[config.mk]
export PLATFORM = sky130hd
export DESIGN_NAME = program_counter
export DESIGN_NICKNAME = d
export VERILOG_FILES = /design/src/rtl/program_counter.sv
export SDC_FILE = /design/constraint.sdc
export NUM_CORES = 1
export LEC_CHECK = 0
export BUFFER_PORTS_ARGS = -buffer_cell sky130_fd_sc_hd__buf_2
export CORE_MARGIN = 5
export CORE_UTILIZATION = 50
export CTS_CLUSTER_DIAMETER = 40
export CTS_CLUSTER_SIZE = 28
export DETAILED_ROUTE_END_ITERATION = 12
export PLACE_DENSITY_LB_ADDON = 0.15
export REMOVE_ABC_BUFFERS = 1
export SETUP_SLACK_MARGIN = 0.1
export SLEW_MARGIN = 20
export SYNTH_ARGS = -nofsm -noshare
export SYNTH_HDL_FRONTEND = slang
export SYNTH_SLANG_ARGS = --single-unit
[constraint.sdc]
create_clock -name clk -period 4.1 [get_ports clk]
set_input_delay 0.205 -clock clk [delete_from_list [all_inputs] [get_ports clk]]
set_output_delay 0.205 -clock clk [all_outputs]
set_load 0.01 [all_outputs]
[src/rtl/program_counter.sv]
// ---------------------------------------------------------------------------
// program_counter
//
// Holds the 64-bit program counter for the fetch stage. Every clock it
// advances to one of the following:
//   - PC + 4 (sequential)
//   - PC + (offset << 2) (conditional CBZ / B.LT, or unconditional B / BL)
//   - Rd (BR)
//
// Ports:
//   clk         rising-edge clock
//   rst         asynchronous active-low reset; clears currPC to 0
//   condAddr19  signed word offset for CBZ / B.LT
//   brAddr26    signed word offset for B / BL
//   uncondBr    1 = unconditional branch (uses brAddr26), 0 = uses condAddr19
//   branch      current instruction is a conditional branch
//   flagZero    zero condition used by CBZ
//   flagNeg     negative / less-than condition used by B.LT
//   opcode      opcode MSB: 1 = CBZ, 0 = B.LT
//   branchReg   BR: next PC = Rd (overrides every other select)
//   Rd          register value for BR
//   currPC      registered program counter
//   pc_plus4    currPC + 4, combinational (link value for BL)
// ---------------------------------------------------------------------------
module program_counter #(
    parameter int unsigned COND_ADDR_SIZE = 19,
    parameter int unsigned BR_ADDR_SIZE   = 26
) (
    input  logic                      clk,
    input  logic                      rst,
    input  logic [COND_ADDR_SIZE-1:0] condAddr19,
    input  logic [BR_ADDR_SIZE-1:0]   brAddr26,
    input  logic                      uncondBr,
    input  logic                      branch,
    input  logic                      flagZero,
    input  logic                      flagNeg,
    input  logic                      opcode,
    input  logic                      branchReg,
    input  logic [63:0]               Rd,
    output logic [63:0]               currPC,
    output logic [63:0]               pc_plus4
);

    logic [63:0] condOff;
    logic [63:0] brOff;
    logic [63:0] off;
    logic [63:0] target;
    logic        cbzTaken;
    logic        ltTaken;
    logic        take;
    logic [63:0] seqPC;
    logic [63:0] nextPC;

    // Sign-extend both offset fields to the full datapath width.
    assign condOff = {{(64 - COND_ADDR_SIZE){condAddr19[COND_ADDR_SIZE-1]}}, condAddr19};
    assign brOff   = {{(64 - BR_ADDR_SIZE){brAddr26[BR_ADDR_SIZE-1]}}, brAddr26};

    always_comb begin
        off      = uncondBr ? brOff : condOff;
        // Word offset -> byte offset; sums wrap mod 2^64, carry discarded.
        target   = currPC + {off[61:0], 2'b00};
        pc_plus4 = currPC + 64'd4;

        // opcode selects which flag matters, so the two are exclusive.
        cbzTaken = branch & flagZero & opcode;
        ltTaken  = branch & flagNeg & ~opcode;
        take     = uncondBr | cbzTaken | ltTaken;

        seqPC    = take ? target : pc_plus4;
        nextPC   = branchReg ? Rd : seqPC;
    end

    always_ff @(posedge clk or negedge rst) begin
        if (!rst) begin
            currPC <= 64'h0;
        end else begin
            currPC <= nextPC;
        end
    end

endmodule

# --- Word level (Yosys, flattened, before mapping) ---
# Cells that the tools add are included.
word_totals:
  regBits: 64
  elab_cells: 13
  in_bits: 117
classes:
  muxes: 3
  n_addsub: 2
  bitwise: 7
ops:
  columns: ["operator", "n"]
  rows:
  - ["64-bit 2-to-1 mux", 2]
  - ["64-bit by 3-bit adder with 64-bit output (second input constant)", 1]
  - ["64-bit adder", 1]
  - ["62-bit 2-to-1 mux", 1]
  - ["1-bit bitwise AND", 4]
  - ["1-bit OR", 2]
  - ["1-bit inverter", 1]

# --- Longest topological paths before layout ---
# Gate-level depths: netlist (run 1).
logic_depth:
  word_depth: 6
  mapped_depth: 16
  depth_no_buf: 13

# --- Least setup slack after synthesis (run 1) ---
# No wires, ideal clock.
synth_path:
  path_kind: "input port to flip-flop"
  startpoint: "input uncondBr"
  endpoint: "register currPC[60]"
  path_stages: 14
  t_required_ns: 3.971
  setup_time_ns: 0.129
  t_arrival_ns: 3.732
  path_slack_ns: 0.240
  path_cell_list: "nand2b_1 clkbuf_1 nand2_1 ha_1 clkbuf_2 nand2_1 or3_1 or2_2 or3_1 a21oi_2 a31oi_1 o41ai_2 nand4_1 nor3b_1"
synth_between:
  elab_chain_cells: 4
synth_rtl:
  columns: ["item", "line", "text"]
  rows:
  - ["from (decl)", "33", "input logic uncondBr,"]
  - ["62-bit 2-to-1 mux / 1-bit OR (equally long branches)", "59, 67", null]
  - ["64-bit adder / 1-bit OR (equally long branches)", "61, 67", null]
  - ["64-bit 2-to-1 mux (*)", "69", "seqPC = take ? target : pc_plus4;"]
  - ["64-bit 2-to-1 mux (*)", "70", "nextPC = branchReg ? Rd : seqPC;"]
  - ["net nextPC[60]", "52", "logic [63:0] nextPC;"]
  - ["to (signal assigned)", "77", "currPC <= nextPC;"]
  - ["to (decl)", "40", "output logic [63:0] currPC,"]
# The timed path passes the listed nets; every way through them passes the cells marked *.

# --- Final worst setup path (run 1) ---
layout_path:
  startpoint: "input uncondBr"
  endpoint: "register currPC[56]"
# Same word-level chain as after synthesis.

==> results of run 1 <==
[how the worst max path moves through the flow]
stage | startpoint | to | slack, ns | depth (start not counted)
after floorplan | opcode | currPC[58]$_DFF_PN0_ | 0.27 | 5
after global placement | uncondBr | currPC[56]$_DFF_PN0_ | 0.13 | 16
after detailed placement | uncondBr | currPC[56]$_DFF_PN0_ | 0.08 | 16
after CTS | uncondBr | currPC[56]$_DFF_PN0_ | 0.40 | 16
after global routing | uncondBr | currPC[51]$_DFF_PN0_ | 0.21 | 14
final | uncondBr | currPC[56]$_DFF_PN0_ | 0.34 | 16
[stage by stage]
step	hold WS, ns	worst slack, ns	util (%)
2_1_floorplan	-0.09059	0.2745	-
3_3_place_gp	0.3411	0.1310	61.23
3_5_place_dp	0.3456	0.07718	61.23
4_1_cts	0.04568	0.4019	63.02
5_1_grt	0.06038	0.2104	63.04
6_report	0.04963	0.3351	63.04
[final cells by class]
cell class	instances	area [um^2]
fill	1483	5851
antenna	1	2.502
clock inverter	3	17.52
multi-input combinational	917	6183
clock buffer	12	256.5
tap	216	270.3
sequential	64	1602
timing repair buffer	288	1567
inverter	21	78.83
[logic make-up after synthesis]
logic type | Yosys count | synth area share [%]
and+or+nand+nor | 372 | 22.59
buffers and inverters | 72 | 3.555
muxes | 35 | 4.859
adders and majority gates | 63 | 9.873
DFF | 64 | 19.87
AOI/OAI and AO/OA | 340 | 27.54
xor gates and xnor gates | 107 | 11.72
[worst register-to-register path, cell delays in order, from the launching register on]
cell	delay [ns]
dfrtp_1	0.44
ha_1	0.26
fa_1	0.41
a21o_1	0.23
a221oi_2	0.27
o221ai_1	0.21
a211oi_1	0.30
buf_4	0.17
or3_1	0.18
a21oi_2	0.08
a31oi_1	0.53
o21bai_1	0.15
xnor2_1	0.17
a211oi_1	0.24
[routing by layer]
metal | wire, um | GRT usage [%] | share of wire, % | up-vias
li1 | - | - | - | 4380
met1 | 13820 | 45.34 | 47 | 4319
met2 | 12540 | 46.35 | 43 | 422
met3 | 2544 | 4.816 | 8.7 | 32
met4 | 468 | 8.592 | 1.6 | 0
met5 | 0 | 0 | 0 | -
[cells in the final DEF, fill, tap and decap left out, drive strengths merged, types with 20 or more instances in the layout]
cell    synthesis  layout
nand4          33      33
a21o           36      36
o21ai          62      62
ha             62      62
and3           20      20
nand2         131     131
nand3          36      36
dfrtp          64      64
inv            20      21
buf            15     287
xnor2          67      67
xor2           40      40
nor2           83      83
o21a           26      26
a21oi         108     108
o21bai         20      20
mux2           33      33
[where the power goes]
part,switching (mW),total [mW],internal [mW]
clock network,0.317,0.755,0.438
logic,1.83,3.15,1.33
registers,0.256,1.03,0.777
total,2.40,4.94,2.54
==> summary.md, run 1 <==
| Metric | Value |
|---|---|
| Clock skew | 0.01100 ns |
| Post-synth top cells | nand2_1, a21oi_1, nor2_1 |
| Crit end category | flip-flop |
| Initial Util | 50.92% |
| Final hold vios | 0 |
| Register-to-register setup slack | 0.39 ns |
| First-pass GRT wire length | 45600 um |
| Remaining antenna violation count | 0 |
| Fmax | 265.6 MHz |
| Fraction of registers with async set/reset | 100.0% |
| Chain of cells forming the critical path | buf_2 > buf_12 > mux2_2 > ha_1 > fa_1 > a21o_1 > a221oi_2 > o221ai_1 > a211oi_1 > buf_4 > or3_1 > a21oi_2 > a31oi_1 > o21bai_1 > xnor2_1 > a211oi_1 |
| RePlAce Congestion | 1.001 |
| PnR Total Power | 4.941 mW |
| Core Footprint | 0.01583 mm^2 |
| TritonCTS sink count | 64 |
| First DRT Iteration DRCs | 730 |
| IO Pins | 245 |
| Area Overhead vs Synth | 23.78% |
| Max_slew headroom | 25.47% |
| Max Root-Sink Buffers | 2 |
| Row count | 46 |
| Clk root buf | clkbuf_16 |
| Post-CTS repair timing setup buffer count | 0 |
| Vias in the first global route | 8642 |
| Final #Nets | 1481 |
| Detailed Route WL | 29380 um |
| Mean Syn Cell Area | 7.655 um^2 |
| Slowest stage delay, CP | 0.53 ns |
| CTS Buf Count | 9 |
| Max cap viols | 0 |
| Max-slew violation count | 0 |
| Top-count cell post-synth | nand2_1 |
| Ys flop type | dfrtp_1 |
| # setup viols final | 0 |
| Tot GR Track Use | 30.74% |
| CTS tree | built |
| H-tree depth | 3 |
| # port buffers | 244 |
| VDD IR-drop max | 0.2921 mV |
| Gate Count Post-Synth | 1053 |
| Largest register FFs | 64 |
| Mapped Area | 0.008060 mm^2 |
| Critical path's top delay family | compound AO/OA/AOI/OAI gates |
| Leakage | 4.627 nW |
| Post-CTS Resized | 0 |
| Pin count of the biggest net entering global routing | 60 |
| Crit Reg-Reg Startpoint | currPC[2]$_DFF_PN0_ |
| Status | finished clean |
| EDFF count, synth | 0 |
| Grt ovf | 0 |
| Largest regs | currPC (64) |
| WL/cell | 19.30 um |
| Area share of the largest cell type after synthesis | 19.87% |
| Yosys cell types | 81 |
| Cell area after layout | 0.009977 mm^2 |
| Seq/Total Area, Yosys | 19.87% |
| Pwr Density | 495.2 mW/mm^2 |
| CP required | 4.36 ns |
| DP Cell Count | 1505 |
| Clock slew at reported path FFs | 0.06 ns |
| Number of synthesized register bits | 64 |
| Die width | 137.0 um |
| Detailed Routing Iterations Pass 1 | 5 |
| Critical path's most frequent cell | a211oi_1 |
| Worst setup path class | in2reg |
| Worst setup SP type | input pin |
| Hpwl dp | 23140 um |
| Main area contributors after synthesis | dfrtp_1, ha_1, xnor2_1, a21oi_1, nand2_1 |
| Vias/cell | 6.014 |
| Min-Delay Path Depth | 2 |
| Proportion of layout cells with a drive suffix above 1 | 27.59% |
| Fin crit share | 91.83% |
| Actual slew at the worst max-slew pin | 1.118 ns |
| Worst-Skew Late Latency | 0.35 ns |
| Arrival time worst endpoint | 4.02 ns |
| Critical Path Fanout Max | 20 |
| Number of antenna violations at the first check in global routing | 1 |
| FF-to-FF path depth | 13 |
| RSZ-0062 raised after global routing | no |
| R2r endpoint | currPC[56]$_DFF_PN0_ |
| Hold Path Sink | currPC[22]$_DFF_PN0_ |
| Floorplan die height | 137.0 um |
| Hold Startpoint | Rd[22] |
| Min Clock Period, post-route | 3.765 ns |
| Setup tns final | 0 ns |
| Largest register by flop count | currPC |
| DRC | 0 |
| Hold Path Class | in2reg |
| Die area | 0.01876 mm^2 |
| Non-filler cells, final | 1522 |
| Buf+Inv Stages, Crit Path | 3 |
| Synth area leader | dfrtp_1 |
| Hold_buf cts | 1 |
| DR vias | 9153 |
| Placed inst area | 0.009691 mm^2 |
| Yosys warnings | 0 |
| Crit path max-delay cell type | a31oi_1 |
No activity file was read; power rests on OpenSTA's default activity.
==> run 2, diff against run 1 <==
- ABC_CLOCK_PERIOD_IN_PS: default -> 4100
- CTS_BUF_LIST: default -> sky130_fd_sc_hd__clkbuf_4
==> run 2 against run 1 <==
Against the previous run: clock power is 47% lower; non-clock buffer count rose by 60; flip-flop and latch count did not move; worst hold slack worse by 0.018 ns; die area stayed put; fmax increased by 1.2%; largest cell class unchanged; first-iteration DRC count grew 2.6%; cell area up 4.3%; via count is 2.8% higher.
==> summary.md, run 2 (same netlist as run 1, synthesis figures left out) <==
| Metric | Value |
|---|---|
| Worst-Skew Late Latency | 0.48 ns (+0.13 ns) |
| Pin count of the biggest net entering global routing | 60 (unchanged) |
| Tot GR Track Use | 31.75% (+1.0 points) |
| Fmax | 268.8 MHz (+1.2%) |
| CP required | 4.49 ns (+0.13 ns) |
| Proportion of layout cells with a drive suffix above 1 | 26.30% (-1.3 points) |
| Pwr Density | 445.6 mW/mm^2 (-10%) |
| Register-to-register setup slack | 0.38 ns (about the same) |
| Detailed Route WL | 30370 um (+3.4%) |
| Hpwl dp | 23140 um (unchanged) |
| DR vias | 9407 (+2.8%) |
| Max cap viols | 0 (unchanged) |
| RePlAce Congestion | 1.001 (unchanged) |
| Leakage | 4.801 nW (+3.7%) |
| Remaining antenna violation count | 0 (unchanged) |
| Floorplan die height | 137.0 um (unchanged) |
| TritonCTS sink count | 64 (unchanged) |
| Pre-CTS setup slack | 0.07718 ns (unchanged) |
| Grt ovf | 0 (unchanged) |
| Row count | 46 (unchanged) |
| Core Footprint | 0.01583 mm^2 (unchanged) |
| Status | finished clean |
| # setup viols final | 0 (unchanged) |
| Clock slew at reported path FFs | 0.13 ns (+0.07 ns) |
| Actual slew at the worst max-slew pin | 1.150 ns (+0.03226 ns) |
| Fin crit share | 90.73% (-1.1 points) |
| CTS Buf Count | 9 (unchanged) |
| IO Pins | 245 (unchanged) |
| Vias/cell | 5.943 (-1.2%) |
| Commonest non-fill, non-tap cell in the layout | buf_2 |
| Clk root buf | clkbuf_4 |
| Number of antenna violations at the first check in global routing | 1 (unchanged) |
| Max_slew headroom | 23.32% (-2.2 points) |
| Max Root-Sink Buffers | 2 (unchanged) |
| Largest register FFs | 64 (unchanged) |
| Area Overhead vs Synth | 29.11% |
| CTS tree | built |
| Post-CTS Resized | 0 (unchanged) |
| WL/cell | 19.18 um (-0.61%) |
| # port buffers | 244 (unchanged) |
| H-tree depth | 3 (unchanged) |
| Critical Path Fanout Max | 6 (-70%) |
| DP Cell Count | 1505 (unchanged) |
| Non-filler cells, final | 1583 (+4.0%) |
| Initial Util | 50.92% (unchanged) |
| Placed inst area | 0.009691 mm^2 (unchanged) |
| PnR worst setup slack | 0.3799 ns (+0.04478 ns) |
| Setup tns final | 0 ns (unchanged) |
| Worst setup SP type | flip-flop |
| Hold Path Class | in2reg |
| Detailed Routing Iterations Pass 1 | 5 (unchanged) |
| Largest regs | currPC (64) |
| WHS | 0.03139 ns (-0.01824 ns) |
| Worst setup path class | reg2reg |
| First DRT Iteration DRCs | 749 (+2.6%) |
| Cell area after layout | 0.01041 mm^2 (+4.3%) |
| Max-slew violation count | 0 (unchanged) |
| Clock skew | 0.02599 ns (+0.01499 ns) |
| Final hold vios | 0 (unchanged) |
| Vias in the first global route | 9039 (+4.6%) |
| RSZ-0062 raised after global routing | no |
| Arrival time worst endpoint | 4.11 ns (+0.09 ns) |
| Min Clock Period, post-route | 3.720 ns (-0.04478 ns) |
| First-pass GRT wire length | 47150 um (+3.4%) |
| Crit end category | flip-flop |
| Die area | 0.01876 mm^2 (unchanged) |
| Final #Nets | 1541 (+4.1%) |
| VDD IR-drop max | 0.3119 mV (+6.8%) |
| Commonest non-fill, non-tap cells in the layout | buf_2, nand2_1, a21oi_1 |
| DRC | 0 (unchanged) |
| Largest register by flop count | currPC |
| Die width | 137.0 um (unchanged) |
[run 2: final cells by class]
class / count / area (um^2)
Timing Repair Buffer: 348 / 2167
Inverter: 21 / 78.83
Clock buffer: 10 / 75.07
Multi-Input combinational cell: 917 / 6183
Tap cell: 216 / 270.3
Clock inverter: 5 / 25.02
Antenna cell: 2 / 5.005
Sequential cell: 64 / 1602
Fill cell: 1425 / 5421
[run 2: worst paths after layout]
kind                                            start               endpoint  depth (start not counted)
worst min-delay path                           Rd[62]   currPC[62]$_DFF_PN0_                          3
max in group asynchronous                         rst   currPC[34]$_DFF_PN0_                          3
min in group asynchronous                         rst   currPC[21]$_DFF_PN0_                          2
worst max-delay path              currPC[2]$_DFF_PN0_   currPC[56]$_DFF_PN0_                         13
worst max register to register    currPC[2]$_DFF_PN0_   currPC[56]$_DFF_PN0_                         13
worst min register to register  currPC[1]$_DFFE_PN0P_  currPC[1]$_DFFE_PN0P_                          1
[run 2: where the power goes]
part / internal, mW / switching, mW / total, mW
Combinational: 1.37 / 1.84 / 3.21
Clock: 0.122 / 0.276 / 0.398
Sequential: 0.774 / 0.258 / 1.03
[run 2: repair_timing]
item	4_1_cts	5_1_grt
setup buffers	0	0
endpoints found under the hold margin	91	1
hold buffers	60	1
[run 2: worst max-delay path, cell delays in order, from the launching register on]
cell      delay (ns)
dfrtp_1         0.46
ha_1            0.26
fa_1            0.41
a21o_1          0.23
a221oi_2        0.27
o221ai_1        0.22
a211oi_1        0.30
buf_4           0.17
or3_1           0.17
a21oi_2         0.08
a31oi_1         0.52
o21bai_1        0.15
xnor2_1         0.16
a211oi_1        0.25
[run 2: routing by layer]
| metal | up-vias | GRT usage [%] | share of wire, % |
|---|---|---|---|
| met3 | 42 | 5.478 | 8.1 |
| met5 | - | 0 | 0 |
| met1 | 4434 | 45.48 | 47 |
| li1 | 4502 | - | - |
| met2 | 429 | 48.50 | 43 |
| met4 | 0 | 10.14 | 2.1 |
[run 2: stage by stage]
stage          util (%)  total power, mW
2_1_floorplan         -            3.046
3_3_place_gp      61.23            4.139
3_5_place_dp      61.23            4.133
4_1_cts           65.65            4.593
5_1_grt           65.75            4.992
6_report          65.75            4.637
==> run 3, diff against run 2 <==
==> constraint.sdc (replaced) <==
create_clock -name clk -period 4.1 [get_ports clk]
set_input_delay 0.615 -clock clk [delete_from_list [all_inputs] [get_ports clk]]
set_output_delay 0.615 -clock clk [all_outputs]
set_load 0.01 [all_outputs]
==> run 3 against run 2 <==
Against the previous run: cell area grew 1.4%; fmax shrank 1.4%; worst setup slack lost 0.054 ns; global-route usage shrank 0.27 points; flip-flop and latch count is the same; combinational power grew 8.7%; core utilization grew 0.90 points; sequential power is essentially flat; power grew 6.5%; clock power grew 5.5%; die area is the same; largest cell class unchanged; largest power group unchanged; highest routed layer unchanged.
==> summary.md, run 3 (same netlist as run 1, synthesis figures left out) <==
| Metric | Value |
|---|---|
| Leakage | 5.015 nW (+4.5%) |
| H-tree depth | 3 (unchanged) |
| Fillers | 1403 (-1.5%) |
| # setup viols final | 0 (unchanged) |
| Core Footprint | 0.01583 mm^2 (unchanged) |
| Number of antenna violations at the first check in global routing | 1 (unchanged) |
| Row count | 46 (unchanged) |
| # port buffers | 244 (unchanged) |
| Largest register by flop count | currPC |
| Pre-CTS setup slack | -0.2742 ns (-0.3513 ns) |
| DRC | 0 (unchanged) |
| Detailed Routing Iterations Pass 1 | 5 (unchanged) |
| Arrival time worst endpoint | 3.16 ns (-0.95 ns) |
| Critical Path Fanout Max | 7 (+1) |
| Final Util | 66.65% (+0.90 points) |
| TritonCTS sink count | 64 (unchanged) |
| Crit end category | output port |
| Pwr Density | 468.1 mW/mm^2 (+5.1%) |
| VDD IR-drop max | 0.2818 mV (-9.6%) |
| Floorplan die height | 137.0 um (unchanged) |
| Clock slew at reported path FFs | 0.13 ns (about the same) |
| Vias/cell | 5.811 (-2.2%) |
| Die area | 0.01876 mm^2 (unchanged) |
| RePlAce Congestion | 0.9616 (-4.0%) |
| Tot GR Track Use | 31.48% (-0.27 points) |
| Area Overhead vs Synth | 30.88% |
| Hpwl dp | 24110 um (+4.2%) |
| Max cap viols | 0 (unchanged) |
| Proportion of layout cells with a drive suffix above 1 | 32.67% (+6.4 points) |
| Largest register FFs | 64 (unchanged) |
| Clk root buf | clkbuf_4 |
| DR vias | 9397 (-0.11%) |
| Hold_buf cts | 0 (-100%) |
| Commonest non-fill, non-tap cell in the layout | buf_2 |
| Non-filler cells, final | 1617 (+2.1%) |
| Fmax | 264.9 MHz (-1.4%) |
| Max-slew violation count | 0 (unchanged) |
| Largest regs | currPC (64) |
| First DRT Iteration DRCs | 773 (+3.2%) |
| Worst setup SP type | flip-flop |
| Actual slew at the worst max-slew pin | 0.9739 ns (-0.1763 ns) |
| Remaining antenna violation count | 0 (unchanged) |
| Final #Nets | 1574 (+2.1%) |
| CTS Buf Count | 9 (unchanged) |
| Max Root-Sink Buffers | 2 (unchanged) |
| Cell area after layout | 0.01055 mm^2 (+1.4%) |
| Worst setup path class | reg2out |
| Register Area | 0.001602 mm^2 (unchanged) |
| RSZ-0062 raised after global routing | no |
| IO Pins | 245 (unchanged) |
| Final hold vios | 0 (unchanged) |
| WHS | 0.1913 ns (+0.1599 ns) |
| Worst-Skew Late Latency | 0.47 ns (about the same) |
| First-pass GRT wire length | 46660 um (-1.1%) |
| DP Cell Count | 1597 (+6.1%) |
| Commonest non-fill, non-tap cells in the layout | buf_2, buf_4, nand2_1 |
| Min Clock Period, post-route | 3.774 ns (+0.05442 ns) |
| Status | finished clean |
| Pin count of the biggest net entering global routing | 43 (-28%) |
| Clock skew | 0.02565 ns (-0.0003412 ns) |
| CP required | 3.48 ns (-1.01 ns) |
| Max_slew headroom | 35.08% (+12 points) |
| WL/cell | 18.55 um (-3.3%) |
| Fin crit share | 92.06% (+1.3 points) |
| Detailed Route WL | 30000 um (-1.2%) |
| Initial Util | 50.92% (unchanged) |
| Placed inst area | 0.01041 mm^2 (+7.4%) |
| Area of the multi-input gates | 0.006195 mm^2 (+0.18%) |
| PnR worst setup slack | 0.3255 ns (-0.05442 ns) |
| Hold Path Class | in2async |
| CTS tree | built |
| Grt ovf | 0 (unchanged) |
| Vias in the first global route | 8887 (-1.7%) |
| Die width | 137.0 um (unchanged) |
[run 3: cell count changes in the layout (fill, tap and decap cells not counted)]
cell / before / now
a31oi_1: 9 / 8
a31oi_2: 0 / 1
buf_12: 1 / 3
buf_4: 42 / 134
clkbuf_4: 10 / 12
clkinv_1: 2 / 1
dlygate4sd3_1: 61 / 0
o31ai_1: 5 / 4
o31ai_2: 0 / 1
[run 3: final cells by class]
class | instances | area share (%)
Antenna cell | 2 | 0.04744
Clock buffer | 12 | 0.8540
Sequential cell | 64 | 15.18
Tap cell | 216 | 2.562
Multi-Input combinational cell | 917 | 58.72
Timing Repair Buffer | 381 | 21.68
Inverter | 21 | 0.7472
Clock inverter | 4 | 0.2016
[run 3: where the power goes]
part | internal, mW | switching [mW] | total (mW)
Sequential | 0.775 | 0.253 | 1.03
Combinational | 1.60 | 1.89 | 3.49
Clock | 0.141 | 0.279 | 0.420
Total | 2.52 | 2.42 | 4.94
[run 3: path summary, 6_finish.rpt]
path | from | endpoint | slack [ns] | depth (start not counted)
worst max-delay path | currPC[11]$_DFF_PN0_ | pc_plus4[46] | 0.33 | 9
worst min-delay path | rst | currPC[17]$_DFF_PN0_ | 0.19 | 1
worst max register to register | currPC[2]$_DFF_PN0_ | currPC[32]$_DFF_PN0_ | 0.64 | 13
worst min register to register | currPC[1]$_DFFE_PN0P_ | currPC[1]$_DFFE_PN0P_ | 0.55 | 1
max in group asynchronous | rst | currPC[42]$_DFF_PN0_ | 2.95 | 2
min in group clk | Rd[53] | currPC[53]$_DFF_PN0_ | 0.33 | 2
[run 3: worst max-delay path, cell delays in order, from the launching register on]
cell and delay [ns]:
dfrtp_1 0.51, and4_1 0.27, nand3_1 0.42, nor4_1 0.48, buf_4 0.20, and2b_1 0.20, nand3_1 0.14, nor2_1 0.13
xor2_1 0.18, buf_2 0.16
[run 3: per-layer routing]
metal | wire (um) | vias to the layer above | GRT usage, % | share of wire [%]
met5 | 0 | - | 0 | 0
met4 | 480 | 0 | 7.428 | 1.6
met3 | 2421 | 39 | 4.449 | 8.1
met2 | 13070 | 414 | 48.39 | 44
met1 | 14020 | 4380 | 46.53 | 47
li1 | - | 4564 | - | -
[run 3: per-stage QoR]
| step | TNS (ns) | power, mW |
|---|---|---|
| 5_1_grt | 0 | 5.327 |
| 2_1_floorplan | -0.3872 | 3.046 |
| 3_5_place_dp | -0.9162 | 4.469 |
| 6_report | 0 | 4.938 |
| 4_1_cts | 0 | 4.906 |
| 3_3_place_gp | -0.7279 | 4.456 |
[run 3: repair_timing]
item,in CTS,in global routing
setup buffers,0,2
resized for setup,0,2
setup endpoints to repair,0,5
